**src/rtl/alu_issuer.sv**
```systemverilog
// Issues valid/ready commands to a single-cycle-strobe ALU and returns its result.
// Adds opcode checking, carry chaining, a response timeout and a sequence tag.
module alu_issuer #(
    parameter int unsigned WIDTH   = 4,
    parameter int unsigned TIMEOUT = 8,
    parameter int unsigned TAG_W   = 4
) (
    input  logic             clk,
    input  logic             reset,
    input  logic             cmd_valid,
    output logic             cmd_ready,
    input  logic [3:0]       cmd_op,
    input  logic [WIDTH-1:0] cmd_a,
    input  logic [WIDTH-1:0] cmd_b,
    input  logic             cmd_cin,
    input  logic             cmd_chain,
    output logic             valid_in,
    output logic [WIDTH-1:0] a,
    output logic [WIDTH-1:0] b,
    output logic             cin,
    output logic [3:0]       ctl,
    input  logic             valid_out,
    input  logic [WIDTH-1:0] alu,
    input  logic             carry,
    input  logic             zero,
    output logic             rsp_valid,
    input  logic             rsp_ready,
    output logic [WIDTH-1:0] rsp_data,
    output logic             rsp_carry,
    output logic             rsp_zero,
    output logic             rsp_err,
    output logic [TAG_W-1:0] rsp_tag,
    output logic             stray
);

    localparam int unsigned CNT_W = (TIMEOUT > 1) ? $clog2(TIMEOUT) : 1;
    localparam logic [3:0] OP_MAX = 4'd13;

    typedef enum logic [1:0] {StIdle, StIssue, StWait, StResp} state_e;

    state_e             state_q, state_d;
    logic [WIDTH-1:0]   a_q, a_d, b_q, b_d;
    logic               cin_q, cin_d;
    logic [3:0]         ctl_q, ctl_d;
    logic [CNT_W-1:0]   cnt_q, cnt_d;
    logic               carry_q, carry_d;
    logic [TAG_W-1:0]   tag_q, tag_d;
    logic [WIDTH-1:0]   rsp_data_q, rsp_data_d;
    logic               rsp_carry_q, rsp_carry_d;
    logic               rsp_zero_q, rsp_zero_d;
    logic               rsp_err_q, rsp_err_d;
    logic               stray_q, stray_d;

    always_ff @(posedge clk) begin
        if (!reset) begin
            state_q     <= StIdle;
            a_q         <= '0;
            b_q         <= '0;
            cin_q       <= 1'b0;
            ctl_q       <= '0;
            cnt_q       <= '0;
            carry_q     <= 1'b0;
            tag_q       <= '0;
            rsp_data_q  <= '0;
            rsp_carry_q <= 1'b0;
            rsp_zero_q  <= 1'b0;
            rsp_err_q   <= 1'b0;
            stray_q     <= 1'b0;
        end else begin
            state_q     <= state_d;
            a_q         <= a_d;
            b_q         <= b_d;
            cin_q       <= cin_d;
            ctl_q       <= ctl_d;
            cnt_q       <= cnt_d;
            carry_q     <= carry_d;
            tag_q       <= tag_d;
            rsp_data_q  <= rsp_data_d;
            rsp_carry_q <= rsp_carry_d;
            rsp_zero_q  <= rsp_zero_d;
            rsp_err_q   <= rsp_err_d;
            stray_q     <= stray_d;
        end
    end

    always_comb begin
        state_d     = state_q;
        a_d         = a_q;
        b_d         = b_q;
        cin_d       = cin_q;
        ctl_d       = ctl_q;
        cnt_d       = cnt_q;
        carry_d     = carry_q;
        tag_d       = tag_q;
        rsp_data_d  = rsp_data_q;
        rsp_carry_d = rsp_carry_q;
        rsp_zero_d  = rsp_zero_q;
        rsp_err_d   = rsp_err_q;
        stray_d     = stray_q;

        unique case (state_q)
            StIdle: begin
                if (cmd_valid) begin
                    a_d   = cmd_a;
                    b_d   = cmd_b;
                    ctl_d = cmd_op;
                    cin_d = cmd_chain ? carry_q : cmd_cin;
                    if (cmd_op > OP_MAX) begin
                        // Illegal opcode never reaches the ALU.
                        state_d     = StResp;
                        rsp_err_d   = 1'b1;
                        rsp_data_d  = '0;
                        rsp_carry_d = 1'b0;
                        rsp_zero_d  = 1'b0;
                    end else begin
                        state_d = StIssue;
                    end
                end
            end
            StIssue: begin
                state_d = StWait;
                cnt_d   = '0;
            end
            StWait: begin
                // A result arriving on the terminal count still wins.
                if (valid_out) begin
                    state_d     = StResp;
                    rsp_err_d   = 1'b0;
                    rsp_data_d  = alu;
                    rsp_carry_d = carry;
                    rsp_zero_d  = zero;
                    if (ctl_q inside {[4'd3:4'd6]}) begin
                        carry_d = carry;
                    end
                end else if (cnt_q == CNT_W'(TIMEOUT - 1)) begin
                    state_d     = StResp;
                    rsp_err_d   = 1'b1;
                    rsp_data_d  = '0;
                    rsp_carry_d = 1'b0;
                    rsp_zero_d  = 1'b0;
                end else begin
                    cnt_d = cnt_q + CNT_W'(1);
                end
            end
            StResp: begin
                if (rsp_ready) begin
                    state_d = StIdle;
                    tag_d   = tag_q + TAG_W'(1);
                end
            end
            default: state_d = StIdle;
        endcase

        if (valid_out && (state_q != StWait)) begin
            stray_d = 1'b1;
        end
    end

    assign cmd_ready = (state_q == StIdle);
    assign valid_in  = (state_q == StIssue);
    assign rsp_valid = (state_q == StResp);
    assign a         = a_q;
    assign b         = b_q;
    assign cin       = cin_q;
    assign ctl       = ctl_q;
    assign rsp_data  = rsp_data_q;
    assign rsp_carry = rsp_carry_q;
    assign rsp_zero  = rsp_zero_q;
    assign rsp_err   = rsp_err_q;
    // The tag counter only advances on the response handshake.
    assign rsp_tag   = tag_q;
    assign stray     = stray_q;

endmodule

```
**config.mk**
```make
export PLATFORM = sky130hd
export DESIGN_NAME = alu_issuer
export DESIGN_NICKNAME = d
export VERILOG_FILES = /design/src/rtl/alu_issuer.sv
export SDC_FILE = /design/constraint.sdc
export NUM_CORES = 1
export LEC_CHECK = 0
export ABC_AREA = 1
export CAP_MARGIN = 20
export CORE_UTILIZATION = 43
export CTS_CLUSTER_SIZE = 30
export DETAILED_ROUTE_END_ITERATION = 10
export HOLD_SLACK_MARGIN = 0.08
export PLACE_DENSITY_LB_ADDON = 0.08
export REMOVE_ABC_BUFFERS = 1
export SKIP_CTS_REPAIR_TIMING = 1
export SYNTH_ARGS = -nofsm -noshare
export SYNTH_HDL_FRONTEND = slang
export SYNTH_SLANG_ARGS = --single-unit
```
**constraint.sdc**
```tcl
create_clock -name clk -period 2.15 [get_ports clk]
set_clock_uncertainty 0.2 [all_clocks]
set_input_delay 0.43 -clock clk [delete_from_list [all_inputs] [get_ports clk]]
set_output_delay 0.43 -clock clk [all_outputs]
set_load 0.005 [all_outputs]
```
Word level (Yosys, flattened, before mapping)
Cells that the tools add are included.

Bits in registers: 31. Word-level logic and storage cells: 67. Output and inout port bits: 28.

Reduce and logical (&&, ||, !) cells: 11. Eq/ne operators: 11. $lt $le $gt $ge: 3. Muxes and demuxes: 27. Add/subtract/negate cells: 2.

Operator list (number): two-way mux 4 bit (4); two-way mux 1 bit (10); two-way mux 2 bit (5); AND reduction 3 bit (3); inequality test 2 bit, second input constant (4); one-hot mux 2 bit (4 select lines) (1); one-hot mux 4 bit (2 select lines) (1); two-way mux 3 bit (2); one-hot mux 1 bit (2 select lines) (3); one-hot mux 3 bit (2 select lines) (1); adder 4 x 1 -> 4 bit, second input constant (1); == test 2 bit, second input constant (2); >= comparator 4 x 2 -> 1 bit, second input constant (1); greater-than comparator 4 bit, second input constant (1); <= comparator 4 x 3 -> 1 bit, second input constant (1); inequality test 2 x 1 -> 1 bit, second input constant (2); AND reduction 2 bit (2); AND reduction 4 bit (1); nonzero test 2 bit (2); adder 3 x 1 -> 3 bit, second input constant (1); == test 3 bit, second input constant (1); inequality test 3 bit, second input constant (1); == test 2 x 1 -> 1 bit, second input constant (1); logical AND 1 bit (2); zero test 2 bit (1).

Longest topological paths before layout
Gate-level depths: netlist of the first run.

Depth in word-level cells: 4. Mapped depth: 9. Mapped depth without buffers: 9.

Worst setup path before layout of the first run
Ideal clock, no wire load.

Path type: register to register. Start point: register state_q[0]. End point: register state_q[1]. Stages on the path, launching flop included: 9. Path slack: 0.591 ns. Period minus slack after synthesis: 1.559 ns. Arrival time: 1.246 ns. Path through: dfxtp_1 inv_1 ha_1 inv_2 nor2_1 a21oi_4 nand2_2 nor2_1 nor2_1.

Longest elaborated chain between the ends: 3. Elaborated cells on any way between the ends: 9. Classes of those cells: eq/ne: 6; mux: 1; reduce/logical: 2.

Ends and longest elaborated chain: start: declaration (line 41) `state_e state_q, state_d;`; start signal: assignment (line 56) `state_q <= StIdle;`; start signal: assignment (line 70) `state_q <= state_d;`; zero test 2 bit (*); net cmd_ready (line 11) `output logic cmd_ready,`; inequality test 2 bit (no line); AND reduction 3 bit (no line).

The timed path passes the listed nets; every way through them passes the cells marked *. A chain may end at the register's enable or synchronous reset.

Final worst setup path of the first run
Start point: register state_q[0]. End point: output port cmd_ready.

Longest elaborated chain between the ends: 1.

Ends and longest elaborated chain: zero test 2 bit (line 159) `assign cmd_ready = (state_q == StIdle);`; end: declaration (line 11).

Every way passes these cells.

==> results of run 1 <==
## metal layers
layer  routed length (µm)  GRT usage  vias to the layer above
met5                    0          0                        -
met1                 1430      0.229                      608
met4                   49     0.0816                        0
met2                 1450      0.318                       33
li1                     -          -                      735
met3                  174     0.0655                        7
## final timing paths
path | from | to | cells past startpoint
worst max-delay path | state_q[0]$_SDFFE_PN0P_ | cmd_ready | 3
worst min-delay path | cnt_q[1]$_SDFFE_PN0P_ | cnt_q[1]$_SDFFE_PN0P_ | 2
worst max register to register | state_q[0]$_SDFFE_PN0P_ | rsp_data[0]$_SDFFE_PN0P_ | 8
worst min register to register | cnt_q[1]$_SDFFE_PN0P_ | cnt_q[1]$_SDFFE_PN0P_ | 2
## cells in the final DEF (no fill, tap or decap)
cell,n
clkbuf_8,2
nand3_1,8
o21ai_1,1
clkdlybuf4s50_1,52
buf_4,4
xor2_1,1
nand2_4,1
xnor2_1,1
inv_1,22
nor2_2,1
clkbuf_4,5
o21ai_0,16
ha_1,7
inv_2,4
nand4_1,4
nor2_1,44
o211ai_1,1
a21oi_1,13
nand2_1,31
dfxtp_1,31
a21oi_4,1
ha_4,1
clkbuf_1,1
nand2_2,3
## power by group through the flow
stage                     combinational, mW  clock [mW]  sequential (mW)
after CTS                             0.838       0.402            0.767
after global placement                0.823           0            0.778
after global routing                  0.994       0.426            0.784
final                                 0.880       0.386            0.769
after floorplan                       0.433           0            0.783
after detailed placement              0.834           0            0.781
## synthesized netlist by cell type
| cell | count | area share |
|---|---|---|
| a21oi_1 | 13 | 0.046 |
| a21oi_4 | 1 | 0.011 |
| buf_2 | 2 | 0.0071 |
| buf_4 | 1 | 0.0053 |
| clkbuf_1 | 2 | 0.0053 |
| dfxtp_1 | 31 | 0.44 |
| ha_1 | 8 | 0.071 |
| inv_1 | 24 | 0.064 |
| inv_2 | 2 | 0.0053 |
| nand2_1 | 31 | 0.082 |
| nand2_2 | 3 | 0.013 |
| nand2_4 | 1 | 0.0079 |
| nand3_1 | 8 | 0.028 |
| nand4_1 | 4 | 0.018 |
| nor2_1 | 44 | 0.12 |
| nor2_2 | 1 | 0.0044 |
| o211ai_1 | 1 | 0.0053 |
| o21ai_0 | 16 | 0.056 |
| o21ai_1 | 1 | 0.0035 |
| xnor2_1 | 1 | 0.0062 |
| xor2_1 | 1 | 0.0062 |
## kinds of logic (layout without fill, tap and decap cells)
family          after synthesis  in the layout  share of synthesized area
buf+inv                      31             90                     0.0865
simple gates                 92             92                      0.270
flops                        31             31                      0.438
fa+ha+maj                     8              8                     0.0706
compound gates               32             32                      0.123
xor+xnor                      2              2                     0.0124
## worst reg2reg max path: stages (launching register included)
cell     delay [ns]
dfxtp_1        0.38
inv_2          0.07
buf_4          0.14
ha_1           0.29
a21oi_4        0.35
nand2_4        0.11
nand2_1        0.07
nand2_1        0.04
nor2_1         0.09
## flip-flops by register name, indices dropped and copies added, names as in the netlist
name,count
rsp_zero,1
rsp_carry,1
ctl,4
cnt_q,3
rsp_tag,4
cin,1
b,4
rsp_err,1
carry_q,1
rsp_data,4
stray,1
state_q,2
a,4
## area by class of cell
| class | count | area (µm²) | share of cell area |
|---|---|---|---|
| clock buffers | 8 | 68.8 | 0.0331 |
| inverters | 26 | 97.6 | 0.0469 |
| multi-input cells | 134 | 687 | 0.330 |
| flip-flops and latches | 31 | 621 | 0.298 |
| well taps | 44 | 55.1 | 0.0265 |
| repair buffers | 56 | 551 | 0.265 |
==> out/metrics.yaml, run 1 <==
status: "completed"
fill_cells: 266
clkTransAtPathRegs_ns: 0.09
postLayoutCellArea_um2: 2080
max_cap_viol_count: 0
rows: 20
hold_path.class: "register to register"
start_kind: "register"
wirelength_um: 3100
syn2layout_area_growth_pct: 46.7
layout-drive-gt1-share: 0.0863
synth_cell_types: 21
dr.first_iter.drc_count: 52
crit_arrival_ns: 1.43
core_um2: 3080
dr.pass1.iters: 4
wl_per_cell_um: 10.4
critPathSlowestCell: "clkdlybuf4s50_1"
cts_buffers: 5
finalCritPeriodShare: 0.956
worst-setup-path-type: "register to primary output"
die_x_um: 59.4
clkPwrFrac: 0.190
ys_ff_latch: 31
grt_max_degree: 28
period_minus_slack_ns: 2.06
tns_ns: 0
start_util: 0.461
ys_warn_count: 0
cts_sinks: 31
dp_hpwl_um: 2320
cp.required_ns: 1.52
syn_area_per_cell_um2: 7.23
critical_path.top_delay_family: "buffers and inverters"
fin_ws_ns: 0.0943
place_ws_ns: 0.186
viasPerCell: 4.63
nets: 287
total_power_mw: 2.04
die-area_um2: 3530
leakage_nw: 0.927
final_hold_viol_count: 0
num_vias: 1383
seq_area_frac_synth: 0.438
ir_worst_vdd_uv: 534
ff2ff_setup_slack_ns: 0.34
gp_congestion: 0.744
switching_share: 0.340
p_int_mw: 1.34
numPortBuffers: 52
stdcell_count: 299
holdWs_ns: 0.271
crit_chain: "inv_2, ha_4, clkdlybuf4s50_1"
grt_pass1_wl_um: 5030
syn-cell-area_um2: 1420
cts_tree: "built"
placed_cell_area_um2: 1980
clk_path_buf_depth: 2
postRouteAntennaNets: 0
synth_cells: 196
grt.total_usage: 0.193
relSlewSlack: 0.780
dp_cells: 289
slowest_delay_ns: 0.51
critical_path.endpoint_type: "primary output"
p_seq_frac: 0.378
p_switching_mw: 0.691
antenna_cells: 0
grt_pass1_vias: 1185
die_h_um: 59.4
critical_path_buf_inv_count: 2
combinationalPowerShare: 0.432
final_max_slew_viol_count: 0
powerDensity_nw_per_um2: 979
cp_max_fo: 5
clockRootBuffer: "clkbuf_4"
num_io_pins: 53
insertion_delay_ns: 0.33
htreeDepth: 2
grt_antenna_before_repair: 0
grt_setup_unrepaired: "no"
setup_viol: 0
grt.overflow.total: 0
final_util: 0.676
max_clock_freq_mhz: 486
tightest_slew_ns: 0.329
drc: 0
(Power assumes the default switching activity.)
==> run 2, diff against run 1 <==
clock period = 1.9 ns   (was 2.15 ns; I/O delays follow)
==> run 2 against run 1 <==
Against the previous run: first-iteration DRC count decreased by 25%; clock power is essentially flat; sequential share of layout area up 0.19 points; power increased by 8.8%; cell count shrank 0.67%; critical endpoint is now rsp_tag[0].
==> out/metrics.yaml, run 2 (synthesis results as in run 1) <==
num_io_pins: 53
rr_startpoint: "state_q[0]$_SDFFE_PN0P_"
clk_path_buf_depth: 2
gp_congestion: 0.754
hold_path.class: "register to register"
viasPerCell: 4.54
fill_cells: 293
max_clock_freq_mhz: 546
layout-drive-gt1-share: 0.0949
critical_path_buf_inv_count: 1
place_ws_ns: 0.0347
grt_antenna_before_repair: 0
postRouteAntennaNets: 0
final_common_cell: "clkdlybuf4s50_1"
cp_max_fo: 4
tns_ns: 0
critPathSlowestCell: "clkdlybuf4s50_1"
cts_sinks: 31
clockRootBuffer: "clkbuf_4"
cts_tree: "built"
grt.total_usage: 0.197
num_vias: 1347
dr.pass1.iters: 4
grt_pass1_vias: 1182
critical_path.top_delay_family: "buffers and inverters"
finalCritPeriodShare: 0.964
final_cell_mix: "clkdlybuf4s50_1, nor2_1, nand2_1"
htreeDepth: 2
crit_path_start: "rsp_tag[0]$_SDFFE_PN0P_"
period_minus_slack_ns: 1.83
core_um2: 3080
die_x_um: 59.4
rows: 20
nets: 286
stdcell_count: 297
die-area_um2: 3530
status: "completed"
insertion_delay_ns: 0.32
max_cap_viol_count: 0
leakage_nw: 0.958
cp.required_ns: 1.32
grt_setup_unrepaired: "no"
ir_worst_vdd_uv: 726
crit_chain: "clkdlybuf4s50_1"
final_max_slew_viol_count: 0
antenna_cells: 0
cts_buffers: 5
start_util: 0.461
dp_hpwl_um: 2300
numPortBuffers: 52
hold_start: "cnt_q[2]$_SDFFE_PN0P_"
grt.overflow.total: 0
powerDensity_nw_per_um2: 1070
clkTransAtPathRegs_ns: 0.09
syn2layout_area_growth_pct: 46.3
dp_cells: 290
postLayoutCellArea_um2: 2070
drc: 0
grt_max_degree: 28
setup_viol: 0
wirelength_um: 3080
die_h_um: 59.4
relSlewSlack: 0.780
wl_per_cell_um: 10.4
final_hold_viol_count: 0
crit_arrival_ns: 1.25
placed_cell_area_um2: 2000
slowest_delay_ns: 0.53
dr.first_iter.drc_count: 39
fin_ws_ns: 0.0691
start_kind: "register"
grt_pass1_wl_um: 5000
total_power_mw: 2.21
critical_path.endpoint_type: "primary output"
worst-setup-path-type: "register to primary output"
tightest_slew_ns: 0.329
==> run 2: metrics by stage <==
step                hold WS [ns]  utilization
CTS                        0.278        0.669
finish                     0.273        0.674
floorplan                  0.243            -
global route               0.308        0.674
global placement           0.255        0.651
detailed placement         0.263        0.651
==> run 2: area by class of cell <==
type	instances	area, µm²	share of cell area
Clock buffer	6	51.3	0.0247
Clock inverter	1	5.00	0.00241
Inverter	26	97.6	0.0470
Multi-Input combinational cell	134	679	0.328
Sequential cell	31	623	0.300
Tap cell	44	55.1	0.0265
Timing Repair Buffer	55	563	0.271
==> run 2: metal layers <==
metal  track usage  wire [µm]  vias up
met3        0.0808        140        2
met1         0.227       1460      587
met2         0.319       1460       30
li1              -          -      728
met4        0.0816         26        0
met5             0          0        -
==> run 2: power by group <==
part | switching (mW) | internal (mW) | total (mW)
Sequential | 0.0825 | 0.791 | 0.873
Clock | 0.212 | 0.171 | 0.383
Combinational | 0.472 | 0.486 | 0.958
Total | 0.766 | 1.45 | 2.21
==> run 2: worst paths after layout <==
kind / end / slack, ns / cells after the start
worst max register to register: state_q[1]$_SDFFE_PN0P_ / 0.21 / 10
worst min register to register: cnt_q[2]$_SDFFE_PN0P_ / 0.27 / 2
worst max-delay path: rsp_tag[0] / 0.07 / 1
worst min-delay path: cnt_q[2]$_SDFFE_PN0P_ / 0.27 / 2
